File: src/rtl/bram_stream_reader_if.sv
// Valid/ready word stream with a final-word marker, as driven by the BRAM read engine.
interface bram_stream_reader_if #(
   parameter int unsigned WIDTH = 18
) ();
   logic [WIDTH-1:0] data;
   logic             valid;
   logic             ready;
   logic             last;

   modport master (output data, output valid, output last, input ready);
   modport slave  (input data, input valid, input last, output ready);
endinterface

File: src/rtl/bram_stream_reader.sv
// Sweeps a wrapping BRAM address range and streams the words out through a skid FIFO
// sized to absorb the RAM read latency under downstream backpressure.
module bram_stream_reader #(
   parameter int unsigned RAM_WIDTH    = 18,
   parameter int unsigned RAM_DEPTH    = 1024,
   parameter int unsigned READ_LATENCY = 2,
   parameter int unsigned FIFO_DEPTH   = 4,
   localparam int unsigned ADDR_W      = $clog2(RAM_DEPTH)
) (
   input  logic                  clka,
   input  logic                  rstb,
   input  logic                  start,
   input  logic [ADDR_W-1:0]     base_addr,
   input  logic [ADDR_W:0]       length,
   output logic                  busy,
   output logic                  done,
   output logic [ADDR_W-1:0]     mem_addrb,
   output logic                  mem_enb,
   output logic                  mem_regceb,
   input  logic [RAM_WIDTH-1:0]  mem_doutb,
   bram_stream_reader_if.master  m
);
   localparam int unsigned LEN_W = ADDR_W + 1;
   localparam int unsigned PTR_W = $clog2(FIFO_DEPTH);
   localparam int unsigned CNT_W = $clog2(FIFO_DEPTH + 1);

   typedef enum logic [1:0] {IDLE, RUN, DRAIN} state_t;

   state_t                  state_q, state_d;
   logic [ADDR_W-1:0]       addr_q, last_addr_q;
   logic [LEN_W-1:0]        remaining_q;
   logic [CNT_W-1:0]        outstanding_q, count_q;
   logic [READ_LATENCY-1:0] pipe_vld_q, pipe_last_q;
   logic [PTR_W-1:0]        wr_ptr_q, rd_ptr_q;
   logic [RAM_WIDTH:0]      fifo_mem [FIFO_DEPTH];
   logic [RAM_WIDTH:0]      head;
   logic                    fifo_vld, issue, pop, push, load, done_d, cmd_last;

   function automatic logic [PTR_W-1:0] ptr_inc(input logic [PTR_W-1:0] p);
      return (p == PTR_W'(FIFO_DEPTH - 1)) ? '0 : p + PTR_W'(1);
   endfunction

   assign head     = fifo_mem[rd_ptr_q];
   assign fifo_vld = (count_q != '0);
   assign pop      = fifo_vld & m.ready;
   assign push     = pipe_vld_q[READ_LATENCY-1];
   assign cmd_last = (remaining_q == LEN_W'(1));

   // State register
   always_ff @(posedge clka) begin
      if (rstb) state_q <= IDLE;
      else      state_q <= state_d;
   end

   // Next-state logic
   always_comb begin
      state_d = state_q;
      case (state_q)
         IDLE:    if (start && length != '0) state_d = RUN;
         RUN:     if (issue && cmd_last) state_d = DRAIN;
         DRAIN:   if (pop && head[RAM_WIDTH]) state_d = IDLE;
         default: state_d = IDLE;
      endcase
   end

   // Output/control logic; issue counts a same-cycle pop as a freed slot
   always_comb begin
      issue  = 1'b0;
      load   = 1'b0;
      done_d = 1'b0;
      case (state_q)
         IDLE: begin
            if (start) begin
               if (length != '0) load   = 1'b1;
               else              done_d = 1'b1;
            end
         end
         RUN:     issue  = (remaining_q != '0) &&
                           ((outstanding_q - CNT_W'(pop)) < CNT_W'(FIFO_DEPTH));
         DRAIN:   done_d = pop && head[RAM_WIDTH];
         default: ;
      endcase
   end

   // Address/length counters, latency pipe, FIFO pointers and status flags
   always_ff @(posedge clka) begin
      if (rstb) begin
         addr_q        <= '0;
         last_addr_q   <= '0;
         remaining_q   <= '0;
         outstanding_q <= '0;
         pipe_vld_q    <= '0;
         pipe_last_q   <= '0;
         wr_ptr_q      <= '0;
         rd_ptr_q      <= '0;
         count_q       <= '0;
         done          <= 1'b0;
         busy          <= 1'b0;
      end else begin
         if (load) begin
            addr_q      <= base_addr;
            remaining_q <= length;
         end else if (issue) begin
            addr_q      <= (addr_q == ADDR_W'(RAM_DEPTH - 1)) ? '0 : addr_q + ADDR_W'(1);
            remaining_q <= remaining_q - LEN_W'(1);
            last_addr_q <= addr_q;
         end
         pipe_vld_q    <= (pipe_vld_q << 1) | READ_LATENCY'(issue);
         pipe_last_q   <= (pipe_last_q << 1) | READ_LATENCY'(issue && cmd_last);
         outstanding_q <= outstanding_q + CNT_W'(issue) - CNT_W'(pop);
         if (push) wr_ptr_q <= ptr_inc(wr_ptr_q);
         if (pop)  rd_ptr_q <= ptr_inc(rd_ptr_q);
         count_q       <= count_q + CNT_W'(push) - CNT_W'(pop);
         done          <= done_d;
         busy          <= (state_d != IDLE);
      end
   end

   // FIFO storage: data word plus its last flag
   always_ff @(posedge clka) begin
      if (push) fifo_mem[wr_ptr_q] <= {pipe_last_q[READ_LATENCY-1], mem_doutb};
   end

   assign mem_enb    = issue;
   assign mem_addrb  = issue ? addr_q : last_addr_q;
   assign mem_regceb = 1'b1;
   assign m.valid    = fifo_vld;
   assign m.data     = fifo_vld ? head[RAM_WIDTH-1:0] : '0;
   assign m.last     = fifo_vld & head[RAM_WIDTH];
endmodule

File: src/flat_wrapper.sv
// flat-port wrapper written by rule: the top's interface ports become plain ports
module bram_stream_reader_flat 
#(
   parameter int unsigned RAM_WIDTH    = 18,
   parameter int unsigned RAM_DEPTH    = 1024,
   parameter int unsigned READ_LATENCY = 2,
   parameter int unsigned FIFO_DEPTH   = 4,
   localparam int unsigned ADDR_W      = $clog2(RAM_DEPTH)
)
  (clka, rstb, start, base_addr, length, busy, done, mem_addrb, mem_enb, mem_regceb, mem_doutb, m_data, m_valid, m_last, m_ready);
  bram_stream_reader_if #(.WIDTH((18))) m_i ();
  input  logic clka;
  input  logic rstb;
  input  logic start;
  input  logic [ADDR_W-1:0] base_addr;
  input  logic [ADDR_W:0] length;
  output logic busy;
  output logic done;
  output logic [ADDR_W-1:0] mem_addrb;
  output logic mem_enb;
  output logic mem_regceb;
  input  logic [RAM_WIDTH-1:0] mem_doutb;
  output wire logic [$bits(m_i.data)-1:0] m_data;
  output wire logic [$bits(m_i.valid)-1:0] m_valid;
  output wire logic [$bits(m_i.last)-1:0] m_last;
  input wire logic [$bits(m_i.ready)-1:0] m_ready;
  assign m_data = m_i.data;
  assign m_valid = m_i.valid;
  assign m_last = m_i.last;
  assign m_i.ready = m_ready;
  bram_stream_reader #(.RAM_WIDTH(RAM_WIDTH), .RAM_DEPTH(RAM_DEPTH), .READ_LATENCY(READ_LATENCY), .FIFO_DEPTH(FIFO_DEPTH)) u_core (.clka(clka), .rstb(rstb), .start(start), .base_addr(base_addr), .length(length), .busy(busy), .done(done), .mem_addrb(mem_addrb), .mem_enb(mem_enb), .mem_regceb(mem_regceb), .mem_doutb(mem_doutb), .m(m_i));
endmodule
File: config.mk
export PLATFORM = sky130hd
export DESIGN_NAME = bram_stream_reader_flat
export DESIGN_NICKNAME = d
export VERILOG_FILES = /design/src/rtl/bram_stream_reader_if.sv /design/src/rtl/bram_stream_reader.sv /design/src/flat_wrapper.sv
export SDC_FILE = /design/constraint.sdc
export NUM_CORES = 1
export LEC_CHECK = 0
export CAP_MARGIN = 20
export CORE_MARGIN = 2
export CORE_UTILIZATION = 30
export CTS_BUF_LIST = sky130_fd_sc_hd__clkbuf_4 sky130_fd_sc_hd__clkbuf_8 sky130_fd_sc_hd__clkbuf_16
export DETAILED_ROUTE_END_ITERATION = 16
export SLEW_MARGIN = 5
export SYNTH_ARGS = -nofsm -noshare
export SYNTH_HDL_FRONTEND = slang
export SYNTH_SLANG_ARGS = --single-unit
File: constraint.sdc
create_clock -name clka -period 7.5 [get_ports clka]
set_input_delay 1.5 -clock clka [delete_from_list [all_inputs] [get_ports clka]]
set_output_delay 1.5 -clock clka [all_outputs]
set_load 0.1 [all_outputs]
==> flow_summary.yaml, run 1 <==
outcome:
  outcome: "finished, final reports clean"
synthesis:
  synthFlopType: "edfxtp_1"
  synth_edf_count: 76
  synthArstFlopShare_pct: 0
  postSynthAreaPerCell_um2: 13.2
  synth_area_leader_cell: "edfxtp_1"
  netlist.area_leader.share_pct: 42.1
  ys.warnings.count: 0
  seq_area_frac_synth_pct: 60.9
  synth_cell_types: 54
  ys_top_cells_by_area: "edfxtp_1 (42%), dfxtp_1 (19%), mux4_2 (7.9%)"
  synth_nets: 469
  synth-seq-cells: 127
  synth_area_mm2: 0.00542
  synthCells: 412
finish:
  diodes: 0
  nets: 545
  drive_above_1_share_pct: 13.8
  syn_to_final_growth_pct: 28.3
  final.fill_count: 1654
  stdcell_count: 728
  fin_area_mm2: 0.00695
  final_util_pct: 39.0
placed_design:
  hpwl_um: 7670
  io_buffer_count: 75
  placedCellCount: 698
  place_ws_ps: 1600
  gp_congestion: 0.780
  place_area_mm2: 0.00638
detailed_routing:
  totalWireLength_um: 11600
  drt_iter0_drc: 207
  viasPerCell: 4.91
  wl_per_cell_um: 15.9
  drc: 0
  firstDrtPassIters: 4
  ant_nets: 0
  vias: 3572
pwr:
  peakVddDrop_mv: 0.503
  power.density_mw_per_mm2: 396
  p_leak_nw: 2.35
  finalPower_mw: 2.75
sta:
  rsz0062_at_grt: "false"
  skew_ps: 7.90
  whs_ps: 435
  tightest_slew_ps: 1040
  setup_tns_ps: 0
  hold_violations: 0
  fmax_ghz: 0.170
  period_share_pct: 78.4
  finalCriticalPeriod_ps: 5880
  setup_ws_ps: 1620
  report.final.slew_viol_count: 0
  setup_viol: 0
  max_slew_margin_pct: 30.8
grt:
  grt_pass1_vias: 3637
  grt_max_degree: 43
  grt_pass1_wl_um: 18800
  grt-ovfl-total: 0
  grt_usage_pct: 12.5
  antenna_found_initial: 0
job:
  drv_cap: 0
floorplanning:
  initial_core_util_pct: 30.4
  die_area_mm2: 0.0192
  die_w_um: 138
  die_y_um: 138
  core-area_mm2: 0.0178
  ios: 77
  rows: 49
setup_path:
  max_stage_delay_ps: 1120
  cpMostUsedCell: "clkdlybuf4s50_1"
  endpoint_kind: "primary output"
  crit_fanout: 22
  path_class: "input port to primary output"
  slowest_stage: "clkdlybuf4s50_1"
  crit_buf_inv: 3
  critPathTopFamily: "buffers and inverters"
  path_cells: "clkdlybuf4s50_1 -> a31o_2 -> nand3_2 -> buf_4 -> mux2_2 -> clkdlybuf4s50_1"
  worstPathArrival_ps: 4380
  cp-start-kind: "input port"
  required_ps: 6000
clocking:
  cts_resized: 0
  clk_latency_ps: 410
  clk_path_buf_depth: 2
  post_cts_buffers: 0
  numCtsBuffers: 17
  cts.clk_slew.worst_paths_ps: 60
  clock-sinks: 127
  ctsHoldBuffers: 0
  clock_tree.root_cell: "clkbuf_16"
  tritoncts: "done"
  htreeDepth: 4
hold_path:
  hp-class: "flop to flop"
## Yosys cell counts, types with 2 or more instances
cell type / number
buf_2: 6
nand3b_1: 2
a31oi_1: 6
dfxtp_1: 51
o21ai_0: 5
edfxtp_1: 76
nand4_1: 3
nand2_1: 20
o311ai_0: 4
inv_1: 16
nor4_1: 7
and2_1: 23
nand3_1: 8
or3_1: 10
nor2b_1: 16
xnor2_1: 2
mux4_2: 19
o21a_1: 3
xor2_1: 2
a31o_2: 2
ha_1: 12
o211ai_1: 2
mux2_2: 11
nor2_1: 37
fa_1: 2
clkbuf_1: 12
nor3_1: 7
a21oi_1: 8
or4_1: 2
a211oi_1: 3
mux2i_1: 3
a221oi_1: 2
a311oi_1: 9
## cell families (layout without fill, tap and decap cells)
family          Yosys count  count (layout)  synth area share (%)
compound gates           53              53                  7.43
xor+xnor                  4               4                 0.646
fa+ha+maj                14              14                  3.51
buf+inv                  38             125                  2.98
flops                   127             127                  60.9
mux                      33              33                  10.7
other cells               1               1                0.0692
simple gates            142             142                  13.7
## routing by layer
layer / vias to the layer above / wire [um] / track usage [%]
li1: 1696 / - / -
met1: 1766 / 5090 / 15.6
met2: 103 / 5760 / 20.6
met3: 7 / 633 / 3.71
met4: 0 / 79 / 4.51
met5: - / 0 / 0
## cells in the final DEF, fill, tap and decap left out, types with 3 or more instances in the layout
master	n
a211oi_1	3
a21oi_1	8
a311oi_1	9
a31oi_1	6
and2_1	23
buf_4	3
clkbuf_16	17
clkdlybuf4s50_1	75
clkinv_4	5
clkinvlp_4	3
dfxtp_1	51
edfxtp_1	76
ha_1	12
inv_1	16
mux2_2	11
mux2i_1	3
mux4_2	19
nand2_1	20
nand3_1	8
nand4_1	3
nor2_1	37
nor2b_1	16
nor3_1	7
nor4_1	7
o21a_1	3
o21ai_0	5
o311ai_0	4
or3_1	10
## power breakdown
group,internal [mW],switching (mW)
registers,0.786,0.0412
logic,0.320,0.819
clock network,0.486,0.301
## final timing paths
kind,endpoint,startpoint,cells past startpoint,slack (ps)
max,mem_addrb[1],m_ready,6,1620
min,u_core.pipe_vld_q[1]$_SDFF_PP0_,u_core.pipe_vld_q[0]$_SDFF_PP0_,1,430
max reg2reg,u_core.outstanding_q[2]$_SDFF_PP0_,u_core.count_q[1]$_SDFF_PP0_,11,4190
min reg2reg,u_core.pipe_vld_q[1]$_SDFF_PP0_,u_core.pipe_vld_q[0]$_SDFF_PP0_,1,430
## cell type report
cell class / instances / area [um^2] / area share [%]
tap: 229 / 287 / 4.12
sequential: 127 / 3300 / 47.5
clock buffer: 17 / 425 / 6.12
clock inverter: 13 / 144 / 2.07
inverter: 17 / 63.8 / 0.918
multi-input combinational: 247 / 1960 / 28.1
timing repair buffer: 78 / 773 / 11.1
## state kept, by name (all words and copies together) (netlist names), 3 cells and up, named ones only
| register | count |
|---|---|
| u_core.addr_q | 10 |
| u_core.remaining_q | 11 |
| u_core.count_q | 3 |
| u_core.fifo_mem | 76 |
| u_core.outstanding_q | 3 |
| u_core.last_addr_q | 10 |
No activity file was read; power rests on OpenSTA's default activity.
==> run 2: changes to the inputs <==
- clock period: 7.5 -> 5.94 ns (I/O delays scaled with it)
==> run 2 against run 1 <==
- worst hold slack improved by 3.6 ps
- critical path depth is 1 lower
- final cell count is 0.41% higher
- clock power grew 33%
- utilization rose by 0.063 points
- clock skew is essentially flat
- die area unchanged
- power is 28% higher
- final area grew 0.16%
- sequential power rose by 26%
- non-clock buffer count rose by 1
- combinational power is 26% higher
- critical path type unchanged
- largest cell class unchanged
- highest routed layer unchanged
==> flow_summary.yaml, run 2 (same netlist as run 1, synthesis figures left out) <==
outcome:
  outcome: "finished, final reports clean"
setup_path:
  path_class: "input port to primary output"
  endpoint_kind: "primary output"
  r2r-end: "u_core.outstanding_q[2]$_SDFF_PP0_"
  r2r-start: "u_core.count_q[1]$_SDFF_PP0_"
  rrSetupSlack_ps: 2240
  cp-start-kind: "input port"
  reg2reg_depth: 12
  worstPathArrival_ps: 3160
  crit_fanout: 27
  required_ps: 4750
finish:
  reg_top3: "u_core.fifo_mem: 76 flops, u_core.remaining_q: 11 flops"
  final_cell_mix: "edfxtp_1 (76), clkdlybuf4s50_1 (64), dfxtp_1 (51)"
  syn_to_final_growth_pct: 28.5
  drive_above_1_share_pct: 16.7
  final_common_cell: "edfxtp_1"
  diodes: 0
  largest_register: "u_core.fifo_mem"
  largest_reg_flops: 76
  final_util_pct: 39.0
  nets: 546
sta:
  setup_ws_ps: 1590
  setup_tns_ps: 0
  rsz0062_at_grt: "false"
  max_slew_margin_pct: 29.3
  setup_viol: 0
  period_share_pct: 73.3
  fmax_ghz: 0.230
  tightest_slew_ps: 1060
  hold_violations: 0
  skew_ps: 7.72
  finalCriticalPeriod_ps: 4350
  report.final.slew_viol_count: 0
detailed_routing:
  viasPerCell: 4.91
  drc: 0
  vias: 3589
  firstDrtPassIters: 6
  wl_per_cell_um: 16.0
  drt_iter0_drc: 267
  ant_nets: 0
  totalWireLength_um: 11700
floorplanning:
  die_w_um: 138
  rows: 49
  initial_core_util_pct: 30.4
  die_y_um: 138
  core-area_mm2: 0.0178
  ios: 77
  die_area_mm2: 0.0192
job:
  drv_cap: 0
clocking:
  clock_tree.root_cell: "clkbuf_16"
  htreeDepth: 4
  cts_resized: 0
  tritoncts: "done"
  ctsHoldBuffers: 0
  post_cts_buffers: 0
  clock-sinks: 127
  numCtsBuffers: 17
  cts.clk_slew.worst_paths_ps: 60
  clk_path_buf_depth: 2
  clk_latency_ps: 420
hold_path:
  hold_end: "u_core.pipe_last_q[1]$_SDFF_PP0_"
  holdPathStages: 1
  hp-class: "flop to flop"
  min_from: "u_core.pipe_last_q[0]$_SDFF_PP0_"
grt:
  grt_pass1_vias: 3540
  grt-ovfl-total: 0
  met3_usage_pct: 4.26
  met1_usage_pct: 15.4
  antenna_found_initial: 0
  busiest_layer: "met2"
  grt_pass1_wl_um: 18700
  use_met2_pct: 20.8
  grt_usage_pct: 12.6
  grt_max_degree: 33
placed_design:
  gp_congestion: 0.782
  hpwl_um: 7530
  io_buffer_count: 75
  place_ws_ps: 1560
pwr:
  finalPower_mw: 3.53
  power.density_mw_per_mm2: 508
  p_leak_nw: 2.40
  peakVddDrop_mv: 0.462
==> run 2: final cells by class <==
type,count,area (um^2)
fillers,1656,10900
flip-flops and latches,127,3300
multi-input cells,247,1960
repair buffers,79,753
clock buffers,17,425
well taps,229,287
clock inverters,15,175
inverters,17,63.8
==> run 2: through the flow <==
step | std cells | instance area, um^2 | hold WS [ps]
2_1_floorplan | 412 | 5420 | 414
3_3_place_gp | 699 | 6360 | 425
3_5_place_dp | 699 | 6360 | 427
4_1_cts | 731 | 6960 | 441
5_1_grt | 731 | 6960 | 455
6_report | 731 | 6960 | 438
==> run 2: worst max-delay path by stage <==
| stage | cells after the start | slack (ps) | to | from |
|---|---|---|---|---|
| finish | 5 | 1590 | mem_addrb[3] | m_ready |
| global route | 5 | 1400 | mem_addrb[7] | u_core.count_q[1]$_SDFF_PP0_ |
| CTS | 3 | 1550 | m_last | flop |
| detailed placement | 5 | 1560 | mem_addrb[3] | m_ready |
| global placement | 5 | 1620 | mem_addrb[4] | m_ready |
| floorplan | 4 | 2290 | m_data[10] | u_core.count_q[1]$_SDFF_PP0_ |
==> run 2: metal layers <==
| layer | part of all wire, % | routed length (um) | vias to the layer above |
|---|---|---|---|
| li1 | - | - | 1699 |
| met1 | 44 | 5190 | 1766 |
| met2 | 49 | 5740 | 110 |
| met3 | 5.2 | 605 | 14 |
| met4 | 1.1 | 131 | 0 |
| met5 | 0 | 0 | - |
==> run 2: power breakdown <==
part	switching, mW	internal [mW]
logic	1.04	0.404
registers	0.0533	0.992
clock network	0.417	0.632
==> run 2: worst max-delay path, cell delays in order <==
cell and delay, ps:
clkdlybuf4s50_1 570, a31o_2 190, nand3_2 460, mux2_2 490, buf_4 240
==> run 3: changes to the inputs <==
- clock period: 5.94 -> 4.4 ns (I/O delays scaled with it)
==> run 3 against run 2 <==
- non-clock buffer count is 3 higher
- setup slack worse by 870 ps
- combinational power grew 37%
- highest routed layer unchanged
- clock skew barely moved
- final cell count up 0.41%
- sequential power grew 36%
==> flow_summary.yaml, run 3 (same netlist as run 1, synthesis figures left out) <==
grt:
  grt_pass1_vias: 3745
  antenna_found_initial: 0
  grt_pass1_wl_um: 18900
  grt_usage_pct: 12.5
  grt-ovfl-total: 0
  grt_max_degree: 33
clocking:
  numCtsBuffers: 17
  clock-sinks: 127
  cts_resized: 0
  clock_tree.root_cell: "clkbuf_16"
  clk_latency_ps: 410
  htreeDepth: 4
  post_cts_buffers: 0
  clk_path_buf_depth: 2
  cts.clk_slew.worst_paths_ps: 60
  ctsHoldBuffers: 0
  tritoncts: "done"
detailed_routing:
  totalWireLength_um: 11500
  firstDrtPassIters: 6
  drc: 0
  vias: 3565
  drt_iter0_drc: 164
  wl_per_cell_um: 15.7
  viasPerCell: 4.86
  ant_nets: 0
setup_path:
  startpoint: "u_core.remaining_q[0]$_SDFFE_PP0P_"
  path_class: "flop to primary output"
  critPathTopFamily: "simple AND/OR/NAND/NOR gates"
  path_cells: "inv_1 -> ha_1 -> nor3b_1 -> nand3_1 -> nand3_2 -> buf_4 -> clkinv_1 -> buf_12"
  max_stage_delay_ps: 540
  worstPathArrival_ps: 2800
  crit_buf_inv: 4
  crit_fanout: 18
  r2r-start: "u_core.remaining_q[0]$_SDFFE_PP0P_"
  slowest_stage: "nor3b_1"
  endpoint_kind: "primary output"
  reg2reg_depth: 13
  rrSetupSlack_ps: 1270
  cp-start-kind: "flop"
  required_ps: 3520
  r2r-end: "u_core.outstanding_q[2]$_SDFF_PP0_"
floorplanning:
  die_area_mm2: 0.0192
  core-area_mm2: 0.0178
  rows: 49
  ios: 77
  die_w_um: 138
  die_y_um: 138
  initial_core_util_pct: 30.4
placed_design:
  gp_congestion: 0.785
  io_buffer_count: 75
  place_ws_ps: 810
  hpwl_um: 7680
  placedCellCount: 701
sta:
  finalCriticalPeriod_ps: 3680
  tightest_slew_ps: 1030
  skew_ps: 7.64
  whs_ps: 441
  fmax_ghz: 0.272
  rsz0062_at_grt: "false"
  hold_violations: 0
  report.final.slew_viol_count: 0
  setup_ws_ps: 724
  max_slew_margin_pct: 31.0
  setup_tns_ps: 0
  period_share_pct: 83.6
  setup_viol: 0
job:
  drv_cap: 0
hold_path:
  hold_end: "u_core.pipe_vld_q[1]$_SDFF_PP0_"
  hp-class: "flop to flop"
  min_from: "u_core.pipe_vld_q[0]$_SDFF_PP0_"
  holdPathStages: 1
pwr:
  finalPower_mw: 4.85
  peakVddDrop_mv: 0.701
  p_leak_nw: 2.48
  power.density_mw_per_mm2: 682
outcome:
  outcome: "finished, final reports clean"
finish:
  largest_reg_flops: 76
  final_cell_mix: "edfxtp_1 (76), dfxtp_1 (51), clkdlybuf4s50_1 (45)"
  diodes: 0
  syn_to_final_growth_pct: 31.1
  final_common_cell: "edfxtp_1"
  reg_top3: "u_core.fifo_mem: 76 flops, u_core.remaining_q: 11 flops"
  final.fill_count: 1672
  stdcell_count: 734
  drive_above_1_share_pct: 21.0
  largest_register: "u_core.fifo_mem"
  nets: 549
run 3: cell count changes in the layout (fill, tap and decap cells not counted):
cell,delta
buf_12,+11
buf_4,+10
buf_8,+1
bufinv_16,+1
clkdlybuf4s50_1,-19
clkinv_2,-1
clkinv_4,-2
clkinvlp_4,+2
inv_6,-1
inv_8,+1
run 3: power by group:
part,internal [mW],switching (mW)
clock network,0.912,0.556
registers,1.34,0.0696
logic,0.559,1.41
run 3: per-stage QoR:
stage	utilization (%)	cell area, um^2
after floorplan	-	5420
after global placement	36.3	6470
after detailed placement	36.3	6470
after CTS	39.8	7090
after global routing	39.8	7110
final	39.8	7110
run 3: worst max path at each step:
stage / endpoint / cells after the start
detailed placement: u_core.outstanding_q[2]$_SDFF_PP0_ / 11
global route: mem_enb / 8
CTS: mem_enb / 8
global placement: u_core.outstanding_q[2]$_SDFF_PP0_ / 11
floorplan: m_data[10] / 4
finish: mem_enb / 8
run 3: area by class of cell:
type	instances	area, um^2	share of cell area [%]
clock buffer	17	425	5.98
clock inverter	15	200	2.82
inverter	17	63.8	0.898
multi-input combinational	247	1960	27.5
sequential	127	3300	46.5
tap	229	287	4.03
timing repair buffer	82	873	12.3
run 3: routing by layer:
metal	wire length, um	GRT usage (%)
met5	0	0
met1	4890	14.9
met2	5760	21.1
met4	128	4.40
met3	767	4.36
